<file path="config.mk">
export PLATFORM = sky130hd
export DESIGN_NAME = multicycle_controller
export DESIGN_NICKNAME = d
export VERILOG_FILES = /design/src/rtl/mips_pkg.sv /design/src/rtl/alu_ctrl_decode.sv /design/src/rtl/multicycle_controller.sv
export SDC_FILE = /design/constraint.sdc
export NUM_CORES = 1
export LEC_CHECK = 0
export ABC_AREA = 1
export BUFFER_PORTS_ARGS = -buffer_cell sky130_fd_sc_hd__buf_2
export CAP_MARGIN = 20
export CELL_PAD_IN_SITES_DETAIL_PLACEMENT = 0
export CELL_PAD_IN_SITES_GLOBAL_PLACEMENT = 1
export CORE_MARGIN = 2
export CORE_UTILIZATION = 28
export DETAILED_ROUTE_END_ITERATION = 10
export GPL_ROUTABILITY_DRIVEN = 0
export PLACE_DENSITY = 0.92
export SYNTH_ARGS = -nofsm -noshare
export SYNTH_HDL_FRONTEND = slang
export SYNTH_SLANG_ARGS = --single-unit
</file>
<file path="constraint.sdc">
create_clock -name clk -period 3.9 [get_ports clk]
set_clock_uncertainty 0.05 [all_clocks]
set_input_delay 0.975 -clock clk [delete_from_list [all_inputs] [get_ports clk]]
set_output_delay 0.975 -clock clk [all_outputs]
set_load 0.02 [all_outputs]
</file>
<file path="src/rtl/mips_pkg.sv">
// Shared encodings for the multicycle MIPS controller: states, opcode/func
// constants, ALU operation codes and datapath mux-select values.
package mips_pkg;

  typedef enum logic [3:0] {
    S_IDLE, S_FETCH, S_DECODE, S_MEM_ADDR, S_MEM_RD, S_MEM_WB, S_MEM_WR,
    S_R_EXEC, S_R_WB, S_I_EXEC, S_I_WB, S_BRANCH, S_JUMP, S_JAL, S_JR
  } state_t;

  localparam logic [5:0] OP_RTYPE = 6'h00;
  localparam logic [5:0] OP_J     = 6'h02;
  localparam logic [5:0] OP_JAL   = 6'h03;
  localparam logic [5:0] OP_BEQ   = 6'h04;
  localparam logic [5:0] OP_ADDI  = 6'h08;
  localparam logic [5:0] OP_SLTI  = 6'h0A;
  localparam logic [5:0] OP_ANDI  = 6'h0C;
  localparam logic [5:0] OP_LW    = 6'h23;
  localparam logic [5:0] OP_SW    = 6'h2B;

  localparam logic [5:0] FN_JR  = 6'h08;
  localparam logic [5:0] FN_ADD = 6'h20;
  localparam logic [5:0] FN_SUB = 6'h22;
  localparam logic [5:0] FN_AND = 6'h24;
  localparam logic [5:0] FN_OR  = 6'h25;
  localparam logic [5:0] FN_SLT = 6'h2A;

  localparam logic [2:0] ALU_ADD = 3'b000;
  localparam logic [2:0] ALU_SUB = 3'b001;
  localparam logic [2:0] ALU_AND = 3'b010;
  localparam logic [2:0] ALU_OR  = 3'b011;
  localparam logic [2:0] ALU_SLT = 3'b100;

  localparam logic [1:0] REG_DST_RT = 2'b00;
  localparam logic [1:0] REG_DST_RD = 2'b01;
  localparam logic [1:0] REG_DST_RA = 2'b10;

  localparam logic [1:0] WB_ALU = 2'b00;
  localparam logic [1:0] WB_MDR = 2'b01;
  localparam logic [1:0] WB_PC  = 2'b10;

  localparam logic [1:0] PC_ALU    = 2'b00;
  localparam logic [1:0] PC_JUMP   = 2'b01;
  localparam logic [1:0] PC_ALUOUT = 2'b10;
  localparam logic [1:0] PC_REG    = 2'b11;

  localparam logic [1:0] SRCB_REG   = 2'b00;
  localparam logic [1:0] SRCB_FOUR  = 2'b01;
  localparam logic [1:0] SRCB_IMM   = 2'b10;
  localparam logic [1:0] SRCB_SHIMM = 2'b11;

endpackage

</file>
<file path="src/rtl/alu_ctrl_decode.sv">
// R-type func -> ALU operation; func_ok flags the funcs that run through R_EXEC.
module alu_ctrl_decode
  import mips_pkg::*;
(
  input  logic [5:0] func,
  output logic [2:0] alu_op,
  output logic       func_ok
);

  always_comb begin
    alu_op  = ALU_ADD;
    func_ok = 1'b1;
    case (func)
      FN_ADD:  alu_op = ALU_ADD;
      FN_SUB:  alu_op = ALU_SUB;
      FN_AND:  alu_op = ALU_AND;
      FN_OR:   alu_op = ALU_OR;
      FN_SLT:  alu_op = ALU_SLT;
      default: func_ok = 1'b0;
    endcase
  end

endmodule

</file>
<file path="src/rtl/multicycle_controller.sv">
// Moore control FSM for a multicycle MIPS datapath.
// Define MULTICYCLE_JAL_JR_EN to build the jal / jr paths; otherwise they decode as illegal.
module multicycle_controller
  import mips_pkg::*;
(
  input  logic       clk,
  input  logic       rst,
  input  logic [5:0] opcode,
  input  logic [5:0] func,
  input  logic       zero,
  output logic [1:0] reg_dst,
  output logic [1:0] pc_src,
  output logic [1:0] mem_to_reg,
  output logic [1:0] ALU_srcB,
  output logic       reg_write,
  output logic       mem_read,
  output logic       mem_write,
  output logic       IorD,
  output logic       IR_write,
  output logic       ALU_srcA,
  output logic       pc_write_input,
  output logic [2:0] alu_op,
  output logic       instr_done,
  output logic       illegal
);

  state_t     state, state_nxt;
  logic [2:0] r_alu_op;
  logic       r_func_ok;

  alu_ctrl_decode u_alu_dec (
    .func    (func),
    .alu_op  (r_alu_op),
    .func_ok (r_func_ok)
  );

  always_ff @(posedge clk or negedge rst) begin
    if (!rst) state <= S_IDLE;
    else      state <= state_nxt;
  end

  always_comb begin
    state_nxt      = S_FETCH;
    reg_dst        = 2'b00;
    pc_src         = 2'b00;
    mem_to_reg     = 2'b00;
    ALU_srcB       = 2'b00;
    reg_write      = 1'b0;
    mem_read       = 1'b0;
    mem_write      = 1'b0;
    IorD           = 1'b0;
    IR_write       = 1'b0;
    ALU_srcA       = 1'b0;
    pc_write_input = 1'b0;
    alu_op         = ALU_ADD;
    instr_done     = 1'b0;
    illegal        = 1'b0;
    case (state)
      S_IDLE: state_nxt = S_FETCH;
      S_FETCH: begin
        mem_read       = 1'b1;
        IR_write       = 1'b1;
        ALU_srcB       = SRCB_FOUR;
        pc_src         = PC_ALU;
        pc_write_input = 1'b1;
        state_nxt      = S_DECODE;
      end
      S_DECODE: begin
        // ALU speculatively forms the branch target while the opcode is decoded
        ALU_srcB = SRCB_SHIMM;
        case (opcode)
          OP_LW, OP_SW: state_nxt = S_MEM_ADDR;
          OP_RTYPE: begin
`ifdef MULTICYCLE_JAL_JR_EN
            if (func == FN_JR)  state_nxt = S_JR;
            else
`endif
            if (r_func_ok)      state_nxt = S_R_EXEC;
            else                illegal   = 1'b1;
          end
          OP_ADDI, OP_SLTI, OP_ANDI: state_nxt = S_I_EXEC;
          OP_BEQ: state_nxt = S_BRANCH;
          OP_J:   state_nxt = S_JUMP;
`ifdef MULTICYCLE_JAL_JR_EN
          OP_JAL: state_nxt = S_JAL;
`endif
          default: illegal = 1'b1;
        endcase
      end
      S_MEM_ADDR: begin
        ALU_srcA  = 1'b1;
        ALU_srcB  = SRCB_IMM;
        state_nxt = (opcode == OP_SW) ? S_MEM_WR : S_MEM_RD;
      end
      S_MEM_RD: begin
        IorD      = 1'b1;
        mem_read  = 1'b1;
        state_nxt = S_MEM_WB;
      end
      S_MEM_WB: begin
        reg_dst    = REG_DST_RT;
        mem_to_reg = WB_MDR;
        reg_write  = 1'b1;
        instr_done = 1'b1;
      end
      S_MEM_WR: begin
        IorD       = 1'b1;
        mem_write  = 1'b1;
        instr_done = 1'b1;
      end
      S_R_EXEC: begin
        ALU_srcA  = 1'b1;
        ALU_srcB  = SRCB_REG;
        alu_op    = r_alu_op;
        state_nxt = S_R_WB;
      end
      S_R_WB: begin
        reg_dst    = REG_DST_RD;
        mem_to_reg = WB_ALU;
        reg_write  = 1'b1;
        instr_done = 1'b1;
      end
      S_I_EXEC: begin
        ALU_srcA  = 1'b1;
        ALU_srcB  = SRCB_IMM;
        case (opcode)
          OP_SLTI: alu_op = ALU_SLT;
          OP_ANDI: alu_op = ALU_AND;
          default: alu_op = ALU_ADD;
        endcase
        state_nxt = S_I_WB;
      end
      S_I_WB: begin
        reg_dst    = REG_DST_RT;
        mem_to_reg = WB_ALU;
        reg_write  = 1'b1;
        instr_done = 1'b1;
      end
      S_BRANCH: begin
        // the only Mealy term: PC loads in the compare cycle itself
        ALU_srcA       = 1'b1;
        ALU_srcB       = SRCB_REG;
        alu_op         = ALU_SUB;
        pc_src         = PC_ALUOUT;
        pc_write_input = zero;
        instr_done     = 1'b1;
      end
      S_JUMP: begin
        pc_src         = PC_JUMP;
        pc_write_input = 1'b1;
        instr_done     = 1'b1;
      end
`ifdef MULTICYCLE_JAL_JR_EN
      S_JAL: begin
        reg_dst        = REG_DST_RA;
        mem_to_reg     = WB_PC;
        reg_write      = 1'b1;
        pc_src         = PC_JUMP;
        pc_write_input = 1'b1;
        instr_done     = 1'b1;
      end
      S_JR: begin
        pc_src         = PC_REG;
        pc_write_input = 1'b1;
        instr_done     = 1'b1;
      end
`endif
      default: state_nxt = S_FETCH;
    endcase
  end

endmodule

</file>
==> flow_metrics.py <==
metrics = {
    "final_layout": {
        "nNetsFinal": 162,
        "largest_reg_flops": 4,
        "antennaDiodeCount": 0,
        "largest_registers": "state (4)",
        "syn_to_final_growth_pct": 34.7,
        "layout-drive-gt1-share": 0.310,
        "final_core_utilization": 0.402,
        "largest-register": "state",
    },
    "timing": {
        "rsz0062_at_grt": "no",
        "achievable-frequency_mhz": 345,
        "finalCritPeriodShare": 0.742,
        "final_max_slew_viol_count": 0,
        "setup-violations-final": 0,
        "final.setup.tns_ns": 0,
        "period_needed_ns": 2.90,
        "final_hold_violation_count": 0,
    },
    "synthesis": {
        "netlist_top_cells_area": "sky130_fd_sc_hd__nand2_1 18%, sky130_fd_sc_hd__dfrtp_1 17%, sky130_fd_sc_hd__inv_1 13%",
        "synthDistinctLibCells": 17,
        "postSynthCellCount": 111,
        "synth_area_um2": 591,
        "flip_flop_and_latch_count_after_synthesis": 4,
        "post-synth-top-area-cell": "sky130_fd_sc_hd__nand2_1",
        "proportion_of_synthesized_flip_flops_having_asynchronous_set_or_reset": 1.00,
        "yosysSeqAreaShare": 0.169,
        "synth-warning-count": 0,
        "synth_most_common_cell": "sky130_fd_sc_hd__nand2_1",
        "yosys_most_used_dff": "sky130_fd_sc_hd__dfrtp_1",
        "yosysTopAreaCellShare": 0.178,
        "count_of_flip_flops_with_a_built_in_enable_after_synthesis": 0,
        "syn-mean-instance-area_um2": 5.32,
        "synth_common_cells": "28 x sky130_fd_sc_hd__nand2_1, 20 x sky130_fd_sc_hd__inv_1, 18 x sky130_fd_sc_hd__nor2_1, 12 x sky130_fd_sc_hd__nand3_1, 7 x sky130_fd_sc_hd__nand4_1",
    },
    "outcome": {
        "run_status": "complete, no violations",
    },
    "routing": {
        "detail_route.wl_per_cell_um": 8.96,
        "drt-pass1-iter-count": 5,
        "vias_per_cell": 4.53,
        "drc_errors": 0,
        "finalWirelength_um": 1540,
        "initialDrtViolationCount": 17,
        "vias": 779,
        "antenna_viol_nets_final": 0,
    },
    "cts": {
        "cts_hold_buffers_added": 0,
        "cts_buffers": 3,
        "clk_transition_reported_paths_ns": 0.04,
        "clock_sink_count": 4,
        "htree_num_levels": 1,
        "max-clock-path-buffers": 2,
        "worstSkewPairLatency_ns": 0.23,
        "cts_repair_resize_count": 0,
        "cts_setup_buffers": 0,
        "tritoncts_clock_tree": "built",
        "cts-root-buf": "sky130_fd_sc_hd__clkbuf_4",
    },
    "power_and_ir_drop": {
        "vdd_drop_max_mv": 0.219,
        "total_leakage_power_nw": 0.503,
        "cellPowerDensity_nw_per_um2": 589,
        "total_power_mw": 0.469,
    },
    "global_routing": {
        "grt_max_degree": 7,
        "grt_pass1_vias": 732,
        "grt_pass1_wl_um": 2640,
        "antenna_violations_before_repair": 0,
        "groute.usage.overall": 0.129,
        "globalRoute.totalOverflow": 0,
    },
    "setup_path": {
        "critPathRequiredTime_ns": 2.87,
        "cp_startpoint_kind": "primary input",
        "worst_path_max_delay_cell": "sky130_fd_sc_hd__nor2_2",
        "worstPathMaxFanout": 6,
        "timing_worst_setup_path_type": "in2out",
        "crit_arrival_ns": 1.87,
        "worst_setup_path_end_kind": "output pin",
        "critical-path-max-stage-delay_ns": 0.21,
        "critPathMostFrequentCell": "sky130_fd_sc_hd__nand2_1",
        "critical_path_cell_by_cell": "buf_2 -> nor2_2 -> nand2_1 -> nor2_1 -> nand2_1 -> nand2_1 -> nor2_1 -> buf_2",
    },
    "die": {
        "placementRows": 16,
        "core_um2": 1980,
        "die_y_um": 49.9,
        "initial_core_util": 0.298,
        "dieArea_um2": 2490,
        "die-width_um": 49.9,
        "top_level_ports": 35,
    },
    "placed_design": {
        "portBuffers": 32,
        "detailed_place_hpwl_um": 1340,
    },
    "flow_run": {
        "drv.max_cap_violation_count": 0,
    },
    "hold_path": {
        "min-delay-path-class": "in2async",
    },
}
-- metal layers --
metal / vias up / track usage / part of all wire
met4: 0 / 0.0231 / 0
met3: 0 / 0.0242 / 0.067
met2: 29 / 0.269 / 0.51
met1: 328 / 0.129 / 0.42
li1: 422 / - / -
met5: - / 0 / 0
-- through the flow --
stage / std cells / worst slack [ns] / hold WS [ns] / area (µm²)
finish: 172 / 1.00 / 0.491 / 796
global route: 172 / 0.914 / 0.488 / 796
CTS: 172 / 1.00 / 0.489 / 796
detailed placement: 169 / 1.00 / 0.640 / 773
global placement: 169 / 1.03 / 0.643 / 773
floorplan: 112 / 1.15 / 0.582 / 594
-- power by group --
| part | internal [mW] | switching, mW | total (mW) |
|---|---|---|---|
| Combinational | 0.105 | 0.232 | 0.337 |
| Clock | 0.0343 | 0.0145 | 0.0488 |
| Sequential | 0.0588 | 0.0245 | 0.0833 |
-- cell usage in the layout, fill, tap and decap left out --
cell type	count
sky130_fd_sc_hd__dfrtp_1	4
sky130_fd_sc_hd__a21oi_1	3
sky130_fd_sc_hd__nand3_1	12
sky130_fd_sc_hd__nor2_4	3
sky130_fd_sc_hd__nor3_2	1
sky130_fd_sc_hd__inv_1	20
sky130_fd_sc_hd__nand4_1	7
sky130_fd_sc_hd__nand2_1	28
sky130_fd_sc_hd__nor3_1	2
sky130_fd_sc_hd__o22ai_1	1
sky130_fd_sc_hd__clkbuf_4	3
sky130_fd_sc_hd__o211ai_1	1
sky130_fd_sc_hd__conb_1	2
sky130_fd_sc_hd__nor2_1	18
sky130_fd_sc_hd__buf_2	32
sky130_fd_sc_hd__o21ai_0	2
sky130_fd_sc_hd__inv_2	4
sky130_fd_sc_hd__nor2_2	2
-- layout make-up --
class / instances / area [µm²]
Sequential cell: 4 / 100
Multi-Input combinational cell: 82 / 389
Fill cell: 223 / 1190
Tap cell: 27 / 33.8
Clock buffer: 3 / 22.5
Timing Repair Buffer: 32 / 160
Inverter: 24 / 90.1
-- path summary, 6_finish.rpt --
check | from | endpoint | slack [ns] | cells after the start
setup / recovery | opcode[5] | illegal | 1.00 | 8
hold / removal | rst | state[1] | 0.49 | 1
setup reg to reg | state[0] | state[0] | 2.63 | 5
hold reg to reg | state[2] | state[1] | 0.64 | 3
max in group asynchronous | rst | state[2] | 3.19 | 1
min in group clk | state[2] | state[1] | 0.64 | 3
-- cells by family (layout without fill, tap and decap cells) --
logic type             Yosys count  count (layout)  share of synthesized area
and+or+nand+nor                 73              73                      0.580
buffers and inverters           26              59                      0.178
DFF                              4               4                      0.169
other                            1               2                    0.00635
AOI/OAI and AO/OA                7               7                     0.0657
-- worst max-delay path, delay by kind of cell --
family,cells,cell delay (ns)
buffers and inverters,2,0.26
and+or+nand+nor,6,0.63
Power figures use the tool's default switching activity.
